$ cat src/rtl/alu_pkg.sv
// alu_pkg: shared FSM state enum, instruction field bounds and result flag indices for alu_issue_queue
package alu_pkg;
  typedef enum logic [1:0] {IDLE, EXEC, HOLD} state_t;
  localparam int OPC_MSB = 19;
  localparam int OPC_LSB = 16;
  localparam int A_MSB = 15;
  localparam int A_LSB = 8;
  localparam int B_MSB = 7;
  localparam int B_LSB = 0;
  localparam int FLG_C = 2;
  localparam int FLG_V = 1;
  localparam int FLG_Z = 0;
endpackage

$ cat src/rtl/sync_fifo.sv
// sync_fifo: DEPTH x W FIFO; ports clk, rst (async high), push (ignored when full), pop (never when empty), din, dout (head, combinational), full, empty, count
module sync_fifo #(
  parameter int W = 8,
  parameter int DEPTH = 8,
  localparam int AW = $clog2(DEPTH)
) (
  input  logic         clk,
  input  logic         rst,
  input  logic         push,
  input  logic         pop,
  input  logic [W-1:0] din,
  output logic [W-1:0] dout,
  output logic         full,
  output logic         empty,
  output logic [AW:0]  count
);
  logic [W-1:0] mem [DEPTH];
  logic [AW-1:0] wr_ptr, rd_ptr;
  logic do_push;
  assign full = count == (AW+1)'(DEPTH);
  assign empty = count == '0;
  assign do_push = push && !full;
  assign dout = mem[rd_ptr];
  always_ff @(posedge clk)
    if (do_push) mem[wr_ptr] <= din;
  always_ff @(posedge clk or posedge rst)
    if (rst) begin
      wr_ptr <= '0;
      rd_ptr <= '0;
      count <= '0;
    end else begin
      if (do_push) wr_ptr <= wr_ptr + AW'(1);
      if (pop) rd_ptr <= rd_ptr + AW'(1);
      count <= count + (AW+1)'(do_push) - (AW+1)'(pop);
    end
endmodule

$ cat src/rtl/alu_issue_queue.sv
// alu_issue_queue: FIFO-buffered issuer; host in_valid/in_ready/in_instr, registered instr_out to Control_Unit, alu_out/alu_carry/alu_overflow/alu_zero captured into res_valid/res_ready/res_data/res_flags/res_opcode, count/busy status; stat_issued/stat_zero exist only with ALU_ISSUE_STATS_EN
module alu_issue_queue
  import alu_pkg::*;
#(
  parameter int DEPTH = 8,
  parameter int INSTR_W = 20,
  parameter int DATA_W = 8
) (
  input  logic                     clk,
  input  logic                     rst,
  input  logic                     in_valid,
  output logic                     in_ready,
  input  logic [INSTR_W-1:0]       in_instr,
  output logic [INSTR_W-1:0]       instr_out,
  input  logic [DATA_W-1:0]        alu_out,
  input  logic                     alu_carry,
  input  logic                     alu_overflow,
  input  logic                     alu_zero,
  output logic                     res_valid,
  input  logic                     res_ready,
  output logic [DATA_W-1:0]        res_data,
  output logic [2:0]               res_flags,
  output logic [3:0]               res_opcode,
  output logic [$clog2(DEPTH):0]   count,
  output logic                     busy
`ifdef ALU_ISSUE_STATS_EN
  ,
  output logic [15:0]              stat_issued,
  output logic [15:0]              stat_zero
`endif
);
  state_t state, state_nx;
  logic pop, empty, full;
  logic [INSTR_W-1:0] head;
  sync_fifo #(.W(INSTR_W), .DEPTH(DEPTH)) u_fifo (
    .clk(clk), .rst(rst), .push(in_valid), .pop(pop), .din(in_instr),
    .dout(head), .full(full), .empty(empty), .count(count)
  );
  assign in_ready = !full;
  assign busy = state != IDLE || count != '0;
  // res_valid is high only in HOLD, so a HOLD handshake is simply res_ready there
  always_comb begin
    pop = !empty && (state == IDLE || (state == HOLD && res_ready));
    state_nx = state == EXEC ? HOLD : pop ? EXEC : (state == HOLD && res_ready) ? IDLE : state;
  end
  always_ff @(posedge clk or posedge rst)
    if (rst) begin
      state <= IDLE;
      instr_out <= '0;
      res_valid <= 1'b0;
      res_data <= '0;
      res_flags <= '0;
      res_opcode <= '0;
    end else begin
      state <= state_nx;
      if (pop) instr_out <= head;
      if (state == EXEC) begin
        res_valid <= 1'b1;
        res_data <= alu_out;
        res_flags[FLG_C] <= alu_carry;
        res_flags[FLG_V] <= alu_overflow;
        res_flags[FLG_Z] <= alu_zero;
        res_opcode <= instr_out[OPC_MSB:OPC_LSB];
      end else if (res_valid && res_ready) begin
        res_valid <= 1'b0;
      end
    end
`ifdef ALU_ISSUE_STATS_EN
  always_ff @(posedge clk or posedge rst)
    if (rst) begin
      stat_issued <= '0;
      stat_zero <= '0;
    end else if (state == EXEC) begin
      stat_issued <= stat_issued + 16'd1;
      stat_zero <= stat_zero + 16'(alu_zero);
    end
`endif
endmodule

$ cat config.mk
export PLATFORM = sky130hd
export DESIGN_NAME = alu_issue_queue
export DESIGN_NICKNAME = d
export VERILOG_FILES = /design/src/rtl/alu_pkg.sv /design/src/rtl/sync_fifo.sv /design/src/rtl/alu_issue_queue.sv
export SDC_FILE = /design/constraint.sdc
export NUM_CORES = 1
export LEC_CHECK = 0
export BUFFER_PORTS_ARGS = -buffer_cell sky130_fd_sc_hd__buf_2
export CORE_AREA = 5 5 160 162
export CTS_BUF_LIST = sky130_fd_sc_hd__clkbuf_4
export DETAILED_ROUTE_END_ITERATION = 10
export DIE_AREA = 0 0 165 167
export HOLD_SLACK_MARGIN = 0.08
export MAX_ROUTING_LAYER = met4
export SLEW_MARGIN = 20
export SYNTH_ARGS = -nofsm -noshare
export SYNTH_HDL_FRONTEND = slang
export SYNTH_SLANG_ARGS = --single-unit
$ cat constraint.sdc
create_clock -name clk -period 2.9 [get_ports clk]
set_input_delay 0.58 -clock clk [delete_from_list [all_inputs] [get_ports clk]]
set_output_delay 0.58 -clock clk [all_outputs]
set_load 0.005 [all_outputs]
==> flow_summary.toml <==
[critical_path]
crit_chain = "inv_1, ha_1, nor3b_4, buf_4, nand2_1, buf_2"
critPathKind = "flip-flop to output pin"
cp_slowest_cell = "dfrtp_1"
worst_ep_required_time_ps = 2320
cpPeakStageDelay_ps = 370
reg2reg_depth = 8
arrival_ps = 2090
critPathMaxFanout = 22
r2r-start = "state[1]"
end_kind = "output pin"
start_kind = "flip-flop"
r2r_slack_ps = 420
r2r-end = "u_fifo.count[2]"

[power_and_ir_drop]
ir_worst_vdd_v = 0.000459
seqPwrFrac_pct = 41.7
swShare_pct = 32.6
combPwrFrac_pct = 33.0
power.density_nw_per_um2 = 1030
power_mw = 10.2
p_sw_mw = 3.34
p_int_mw = 6.91
p_clk_share_pct = 25.4
p_leak_nw = 3.77

[logic_synthesis]
synth-seq-area-share_pct = 72.5
synth_edf_count = 160
yosysTopAreaCellShare_pct = 58.0
postSynthAreaPerCell_sq_um = 17.5
synthTopCellsByCount = "edfxtp_1 (160), mux2_2 (57), dfrtp_1 (48)"
syn_inst = 472
synth_compound_area_share_pct = 8.57
synth_top_family_by_area = "multiplexers"
async_reset_ff_share_pct = 23.1
yosys_warnings = 0
synthMuxAreaShare_pct = 12.6
ys_ff_latch = 208
ys_top_cells_by_area = "edfxtp_1 (58%), dfrtp_1 (15%), mux2_2 (7.8%)"
syn_nets = 516
yosysMostFrequentCell = "edfxtp_1"
yosys.area.top_type = "edfxtp_1"
synth_area_sq_um = 8280
synth_cell_types = 33
yosys_most_used_dff = "edfxtp_1"
synth-xor-area-share_pct = 0.635
synthSimpleGateAreaFrac_pct = 1.93
synthAdderAreaFrac_pct = 1.45

[floorplan]
die_y_microns = 167
dieArea_sq_um = 27600
row_count = 57
coreArea_sq_um = 24000
pin_count = 77
fp.dieW_microns = 165
start_util_pct = 34.6

[route]
wirelength_microns = 18600
via_per_inst = 4.76
drt-initial-drc-count = 268
drc = 0
drtAntennaViolNets = 0
drt_pre_antenna_iters = 4
vias = 4607
wl_per_cell_microns = 19.2

[outcome]
outcome = "completed"

[timing]
period_share_pct = 91.9
slew_viol_final = 0
fmax_mhz = 375
fin_ws_ps = 234
rsz0062_at_grt = "no"
worst_pin_slew_ps = 777
period_needed_ps = 2670
finalSetupViolations = 0
clock_skew_ps = 41.3
setup-tns-final_ps = 0
finalHoldViolCount = 0
slew_headroom_pct = 48.1

[cts]
cts_setup_buffers = 0
cts_buffers = 54
cts-root-buf = "clkbuf_4"
clk_pin_slew_ps = 60
htree_levels = 2
cts_hold_buf = 1
clockBufferDepth = 3
clock_latency_ps = 640
cts_sinks = 208
cts_tree = "done"
ctsResizeCount = 0

[place]
dp_hpwl_microns = 11100
gp_congestion = 0.732
pre_cts_ws_ps = 148
numPortBuffers = 76

[hold_path]
whs_endpoint = "res_data[1]"
hp-class = "primary input to flip-flop"
worstHoldPathCells = 2
hp-start = "alu_out[1]"

[grt]
grt_pass1_wl_microns = 29100
antenna_found_initial = 3
grt_use_total_pct = 14.0
grt-ovfl-total = 0
grt_pass1_vias = 5112
grt_max_degree = 53

[layout]
final.fill_count = 2237
drive_above_1_share_pct = 42.2
area_delta_synth_final_pct = 19.6
final_util_pct = 41.3
final_nets = 639

[run]
drv_cap = 0
==> cell type report <==
type                            instances  area, sq um  area share, %
Clock buffer                           81          608           6.14
Sequential cell                       208         6010           60.7
Timing Repair Buffer                   96          571           5.76
Multi-Input combinational cell        224         2130           21.5
Clock inverter                         20          131           1.33
Inverter                               11         41.3          0.417
Antenna cell                            3         7.51         0.0758
Tap cell                              324          405           4.09
==> cells by family (layout without fill, tap and decap cells) <==
| logic type | count (synthesis) | after routing |
|---|---|---|
| AO/OA/AOI/OAI | 84 | 84 |
| AND/OR/NAND/NOR | 28 | 28 |
| multiplexers | 97 | 97 |
| adder cells (fa/ha/maj) | 9 | 9 |
| buffers and inverters | 40 | 208 |
| flip-flops | 208 | 208 |
| other | 0 | 3 |
| XOR/XNOR | 6 | 6 |
==> layer usage <==
metal	track usage [%]	vias up	wire length [microns]
met5	-	-	0
met4	4.38	0	250
met1	17.2	2323	7960
met3	3.19	24	977
li1	-	2140	-
met2	23.1	120	9410
==> flip-flops by register name, indices dropped and copies added, names as in the netlist <==
name	flops
res_data	8
u_fifo.rd_ptr	3
res_flags	3
u_fifo.mem	160
res_valid	1
u_fifo.count	4
state	2
instr_out	20
res_opcode	4
u_fifo.wr_ptr	3
==> power groups by stage <==
stage               Sequential, mW  Combinational, mW  Clock, mW
floorplan                     4.27               2.29          0
global placement              4.31               3.34          0
detailed placement            4.34               3.44          0
CTS                           4.28               3.45       2.69
global route                  4.35               3.70       2.86
finish                        4.27               3.38       2.60
==> worst max-delay path by stage <==
stage	endpoint	cells past startpoint	startpoint
final	busy	6	u_fifo.count[2]
after global routing	busy	6	u_fifo.count[2]
after CTS	busy	6	u_fifo.count[2]
after detailed placement	u_fifo.count[2]	9	res_ready
after global placement	u_fifo.count[2]	9	res_ready
after floorplan	u_fifo.mem[7][0]	6	u_fifo.count[2]
==> metrics by stage <==
stage,cells,area (sq um),hold slack [ps]
floorplan,472,8290,485
global placement,862,9150,487
detailed placement,862,9150,490
CTS,964,9890,120
global route,967,9900,125
finish,967,9900,181
==> placed cells by master (no fill, tap or decap), drive strengths merged, types with 3 or more instances in the layout <==
cell type | synthesis | layout
nand2 | 4 | 4
o31ai | 40 | 40
xnor2 | 3 | 3
buf | 14 | 95
mux2 | 57 | 57
clkbuf | 15 | 81
mux2i | 40 | 40
diode | 0 | 3
a22o | 20 | 20
nor2 | 9 | 9
clkinv | 0 | 18
xor2 | 3 | 3
o22ai | 21 | 21
ha | 8 | 8
edfxtp | 160 | 160
dfrtp | 48 | 48
nand2b | 3 | 3
inv | 11 | 11
==> critical path, delay by kind of cell (launching register included) <==
family | cells | cell delay [ps]
buf+inv | 3 | 610
flops | 1 | 370
simple gates | 2 | 320
fa+ha+maj | 1 | 160
Power figures use the tool's default switching activity.
